<file path="src/rtl/piso_serializer_pkg.sv">
// Shared definitions for the serial link blocks: FSM encoding and the bit-order
// convention, so serializer and deserializer always agree on which end goes first.
package piso_pkg;

  typedef enum logic {
    IDLE  = 1'b0,
    SHIFT = 1'b1
  } piso_state_t;

  // Index of the shift-register bit presented on the serial line.
  function automatic int unsigned out_bit_idx(input int unsigned width, input bit lsb_first);
    return lsb_first ? 0 : width - 1;
  endfunction

endpackage

</file>
<file path="src/rtl/piso_serializer.sv">
// Parallel-in serial-out converter: accepts a WIDTH-bit word on a valid/ready
// handshake and emits it one bit per beat, with backpressure and no gap between words.
module piso_serializer
  import piso_pkg::*;
#(
  parameter int WIDTH     = 4,
  parameter int LSB_FIRST = 0
) (
  input  logic             clk,
  input  logic             rst,
  input  logic [WIDTH-1:0] in_data,
  input  logic             in_valid,
  output logic             in_ready,
  input  logic             ser_ready,
  output logic             ser_data,
  output logic             ser_valid,
  output logic             ser_last,
  output logic             busy,
  output logic             word_done
);

  localparam int            CW       = $clog2(WIDTH);
  localparam int            OUT_IDX  = out_bit_idx(WIDTH, LSB_FIRST != 0);
  localparam logic [CW-1:0] LAST_CNT = CW'(WIDTH - 1);

  piso_state_t      r_state, w_state_n;
  logic [WIDTH-1:0] r_shift, w_shift_n;
  logic [CW-1:0]    r_cnt, w_cnt_n, w_cnt_inc;
  logic             r_last, w_last_n;
  logic             r_done, w_done_n;
  logic             w_xfer;

  // Moves the next bit into the output position.
  function automatic logic [WIDTH-1:0] shift_out(input logic [WIDTH-1:0] v);
    if (LSB_FIRST != 0) return {1'b0, v[WIDTH-1:1]};
    else                return {v[WIDTH-2:0], 1'b0};
  endfunction

  assign ser_valid = (r_state == SHIFT);
  assign busy      = (r_state == SHIFT);
  assign ser_data  = r_shift[OUT_IDX];
  assign ser_last  = r_last;
  assign word_done = r_done;
  assign w_xfer    = ser_valid && ser_ready;
  assign w_cnt_inc = r_cnt + 1'b1;

  // r_last is only ever set in SHIFT, so it alone identifies the final beat.
  assign in_ready  = !rst && ((r_state == IDLE) || (r_last && ser_ready));

  always_ff @(posedge clk) begin
    if (rst) begin
      r_state <= IDLE;
      r_shift <= '0;
      r_cnt   <= '0;
      r_last  <= 1'b0;
      r_done  <= 1'b0;
    end else begin
      r_state <= w_state_n;
      r_shift <= w_shift_n;
      r_cnt   <= w_cnt_n;
      r_last  <= w_last_n;
      r_done  <= w_done_n;
    end
  end

  always_comb begin
    w_state_n = r_state;
    w_shift_n = r_shift;
    w_cnt_n   = r_cnt;
    w_last_n  = r_last;
    w_done_n  = 1'b0;
    case (r_state)
      IDLE: begin
        if (in_valid) begin
          w_state_n = SHIFT;
          w_shift_n = in_data;
          w_cnt_n   = '0;
          w_last_n  = 1'b0;
        end
      end
      SHIFT: begin
        if (w_xfer) begin
          if (r_last) begin
            w_done_n = 1'b1;
            w_cnt_n  = '0;
            w_last_n = 1'b0;
            if (in_valid) begin
              w_shift_n = in_data;
            end else begin
              // Clearing the register keeps ser_data low while idle.
              w_state_n = IDLE;
              w_shift_n = '0;
            end
          end else begin
            w_shift_n = shift_out(r_shift);
            w_cnt_n   = w_cnt_inc;
            w_last_n  = (w_cnt_inc == LAST_CNT);
          end
        end
      end
      default: w_state_n = IDLE;
    endcase
  end

endmodule

</file>
<file path="config.mk">
export PLATFORM = sky130hd
export DESIGN_NAME = piso_serializer
export DESIGN_NICKNAME = d
export VERILOG_FILES = /design/src/rtl/piso_serializer_pkg.sv /design/src/rtl/piso_serializer.sv
export SDC_FILE = /design/constraint.sdc
export NUM_CORES = 1
export LEC_CHECK = 0
export BUFFER_PORTS_ARGS = -buffer_cell sky130_fd_sc_hd__clkbuf_2
export CORE_AREA = 3 3 40 42
export CTS_CLUSTER_DIAMETER = 200
export DETAILED_ROUTE_END_ITERATION = 16
export DIE_AREA = 0 0 43 45
export SETUP_SLACK_MARGIN = 0.3
export SYNTH_ARGS = -nofsm -noshare
export SYNTH_HDL_FRONTEND = slang
export SYNTH_SLANG_ARGS = --single-unit
</file>
<file path="constraint.sdc">
create_clock -name clk -period 1.5 [get_ports clk]
set_input_delay 0.45 -clock clk [delete_from_list [all_inputs] [get_ports clk]]
set_output_delay 0.45 -clock clk [all_outputs]
set_load 0.005 [all_outputs]
</file>
; ---- Yosys cells after proc, flatten, opt, wreduce, memory -nomap -nowiden
; Index checks and enable logic that the tools add are counted.
[word_totals]
reg_bits = 9
input_bits = 8
[op_classes]
n_bitwise = 2
eq_ne = 3
add_sub_neg = 1
muxes = 18
n_reduce_logical = 7
[ops]
columns = operator, count
row1 = 4-bit two-way mux, 4
row2 = 4-bit one-hot mux with 2 select lines, 1
row3 = 1-bit two-way mux, 7
row4 = 2-bit two-way mux, 3
row5 = 1-bit one-hot mux with 2 select lines, 2
row6 = 2-bit one-hot mux with 2 select lines, 1
row7 = 1-bit logical AND, 3
row8 = 3-bit OR reduction, 1
row9 = 2-bit by 1-bit adder with 2-bit output (second input constant), 1
row10 = 2-bit == test (second input constant), 1
row11 = 2-bit by 1-bit != test with 1-bit output (second input constant), 1
row12 = 2-bit != test (second input constant), 1
row13 = 1-bit inverter, 2
row14 = 2-bit AND reduction, 1
row15 = 1-bit logical NOT, 1
row16 = 1-bit logical OR, 1

; ---- Depth between registers and ports, before layout
[depth]
word_depth = 5
depth_mapped = 4

; ---- Least setup slack after synthesis
; Ideal clock, no wire load.
[synth_path]
path_type = flip-flop to output port
from = register r_state (netlist: busy)
to = output in_ready
required_time_ps = 1050
arrival_time_ps = 850
path_stages_with_launch = 4
slack_ps = 200
n_path_buf = 1
path_cell_list = dfxtp_1 -> buf_6 -> a21boi_0 -> nor2_1
[synth_between]
elab_chain_cells = 3
[synth_rtl]
columns = item, line_no
row1 = "start, declared", piso_serializer.sv:26  ; piso_state_t r_state, w_state_n;
row2 = "start signal, assigned", piso_serializer.sv:58  ; r_state <= w_state_n;
row3 = 1-bit inverter, -
row4 = 1-bit logical OR, piso_serializer.sv:48  ; assign in_ready = !rst && ((r_state == IDLE) || (r_last && ser_ready));
row5 = 1-bit logical AND, piso_serializer.sv:48
row6 = "end, declared", piso_serializer.sv:13  ; output logic in_ready,
; Every way passes these cells.

; ---- Worst setup path in the final report
; Same ends and word-level chain as after synthesis.

==> run_results.csv <==
group,metric,value,unit
run_status,status,"completed",
sta,slew_violations,0,
floorplan,die_h,45,µm
finish,fin_nets,87,
clock_tree,clk_pin_slew,0.06,ns
logic_synthesis,synth_top_family_by_area,"simple AND/OR/NAND/NOR gates",
power,p_per_area,817.6,mW/mm²
global_route,grt_pass1_wl,1.849,mm
sta,period_share,93.61,%
logic_synthesis,synthAdderAreaFrac,2.660,%
critical_path,reg2reg_from,"busy",
floorplan,core_region_area,0.001285,mm²
finish,fillCellCount,126,
logic_synthesis,ys_types,23,
sta,finalClockSkew,0.005211,ns
critical_path,r2r_end,"r_shift[1]",
logic_synthesis,synth_nets,65,
drt,via_count,485,
sta,slew-limit-headroom,84.96,%
critical_path,r2r_slack,0.23,ns
global_route,grt_usage,13.33,%
finish,layout_commonest_cell,"clkbuf_2",
min_path,hp-class,"reg -> reg",
drt,drc,0,
min_path,min_to,"r_cnt[0]",
power,switching_share,27.03,%
placed_design,port_buffers,13,
finish,drive_gt1_share,50.65,%
power,pwr-share-seq,45.1,%
floorplan,die_x,43,µm
finish,seqCellArea,188.9,µm²
power,total_power,570.9,µW
logic_synthesis,synth_async_sr_flop_share,0,%
drt,routed_wl,1.142,mm
sta,hold_viol,0,
logic_synthesis,synth_mux_area_share,4.521,%
sta,finalSetupViolCount,0,
drt,drtIter0Drc,12,
power,leakage,0.0003069,µW
logic_synthesis,ys_warn_count,0,
clock_tree,htreeDepth,1,
drt,postRouteAntennaNets,0,
drt,first_pass_iters,4,
logic_synthesis,synth_seq_area_share,38.30,%
critical_path,worst-setup-path-type,"reg -> out",
critical_path,worstPathArrival,0.95,ns
critical_path,cp_max_fo,3,
clock_tree,cts-root-buf,"clkbuf_4",
critical_path,cp-start-kind,"register",
sta,rsz0062_at_grt,"yes",
power,vdd_drop_max,0.4675,mV
sta,fin_crit,1.404,ns
sta,final.setup.worst_slack,0.09591,ns
floorplan,die_area,0.001935,mm²
power,p_clk_share,33.8,%
power,p_comb_share,21.2,%
logic_synthesis,synthSimpleGateAreaFrac,23.67,%
clock_tree,cts_made_buffers,3,
sta,fmax,712.2,MHz
floorplan,initial_core_util,36.61,%
drt,avgViaCountPerCell,5.272,
finish,fin_util,54.33,%
clock_tree,clock_latency,0.27,ns
floorplan,boundaryPins,14,
flow_run,cap_violations,0,
power,power_switching,154.3,µW
critical_path,cp-end-kind,"output pin",
global_route,grt_antenna_before_repair,0,
min_path,hold_depth,2,
clock_tree,cts_tree,"yes",
placed_design,finalWeightedCongestion,0.7826,
logic_synthesis,synth-compound-area-share,21.01,%
finish,multi_input_area,305.3,µm²
logic_synthesis,synth_area,470.5,µm²
critical_path,reg2reg_depth,5,
logic_synthesis,syn-instance-count,56,
logic_synthesis,avgSynthCellArea,8.401,µm²
global_route,overflow,0,
placed_design,dp_hpwl,745,µm
finish,area_delta_synth_final,48.40,%
clock_tree,cts_hold_buf,0,
critical_path,cp.required,1.05,ns
placed_design,dp_worst_setup_slack,0.1075,ns
sta,tightestPinTransition,0.2208,ns
power,power.internal,416.5,µW
logic_synthesis,synth-edff-count,0,
finish,antenna_cells,0,
clock_tree,numClockSinks,9,
sta,tns,0,ns
floorplan,rows,13,
clock_tree,clk_path_buf_depth,2,
global_route,grt_pass1_vias,452,
logic_synthesis,synth-seq-cells,9,
drt,routedWlPerCell,12.41,µm
finish,layout_common_cells,"clkbuf_2, dfxtp_1, inv_1, buf_4",
min_path,hp-start,"r_cnt[0]",
global_route,grt_start_max_net_pins,12,
logic_synthesis,ys.flop_type,"dfxtp_1",
logic_synthesis,synth_xor_area_share,0,%
## power groups by stage
stage          sequential (µW)  combinational (µW)  clock (µW)
2_1_floorplan              263                56.3           0
3_3_place_gp               265                87.9           0
3_5_place_dp               265                87.4           0
4_1_cts                    258                 102         200
5_1_grt                    258                 133         219
6_report                   257                 121         193
## worst max-delay path by stage
stage                     slack [ns]  startpoint        to
after floorplan                 0.31         rst  in_ready
after global placement          0.11   ser_ready  in_ready
after detailed placement        0.11   ser_ready  in_ready
after CTS                       0.10        busy  in_ready
after global routing            0.02        busy  in_ready
final                            0.1        busy  in_ready
## cell families after synthesis
family,after synthesis
flip-flops,9
AO/OA/AOI/OAI,14
AND/OR/NAND/NOR,21
multiplexers,2
adder cells (fa/ha/maj),1
buffers and inverters,9
## cells in the mapped netlist, types with 2 or more instances
library cell	count	area share, %
dfxtp_1	9	38
inv_1	5	4.0
nand2b_1	5	6.6
nand2_1	4	3.2
nor2_1	4	3.2
a21o_1	3	4.8
a21oi_1	3	3.2
a31oi_1	3	4.0
nand3_1	3	3.2
o221ai_1	3	5.6
or3_1	2	2.7
## repair_timing
item                       in CTS  in global routing
resized for setup               9                 11
cloned                          0                  0
setup endpoints to repair       8                 10
pin swaps                       0                  3
buffers inserted                2                  2
## metal layers
| metal | wire length (µm) | global-route usage, % | up-vias |
|---|---|---|---|
| met4 | 26 | 7.229 | 0 |
| met3 | 83 | 7.171 | 4 |
| met5 | 0 | 0 | - |
| li1 | - | - | 239 |
| met2 | 535 | 20.36 | 17 |
| met1 | 496 | 14.98 | 225 |
## metrics by stage
step | hold WS, ns | instances | area [µm²]
6_report | 0.4573 | 92 | 698.2
5_1_grt | 0.4674 | 92 | 698.2
4_1_cts | 0.4626 | 90 | 635.6
3_5_place_dp | 0.4498 | 84 | 560.5
3_3_place_gp | 0.4466 | 84 | 560.5
2_1_floorplan | 0.4356 | 56 | 474.2
## final cells by class
cell class | count | share of cell area (%)
clock buffers | 4 | 3.763
inverters | 5 | 2.688
flip-flops and latches | 9 | 27.06
well taps | 15 | 2.688
multi-input cells | 38 | 43.73
repair buffers | 21 | 20.07
## flip-flops by register name, indices dropped and copies added, names as in the netlist
register	flops
r_shift	4
r_cnt	2
busy	1
ser_last	1
word_done	1
## worst max-delay path: stages (launching register included)
cell and delay [ns]:
dfxtp_4 0.35, a21boi_4 0.19, nor2_1 0.05, clkbuf_2 0.10
Power figures use the tool's default switching activity.
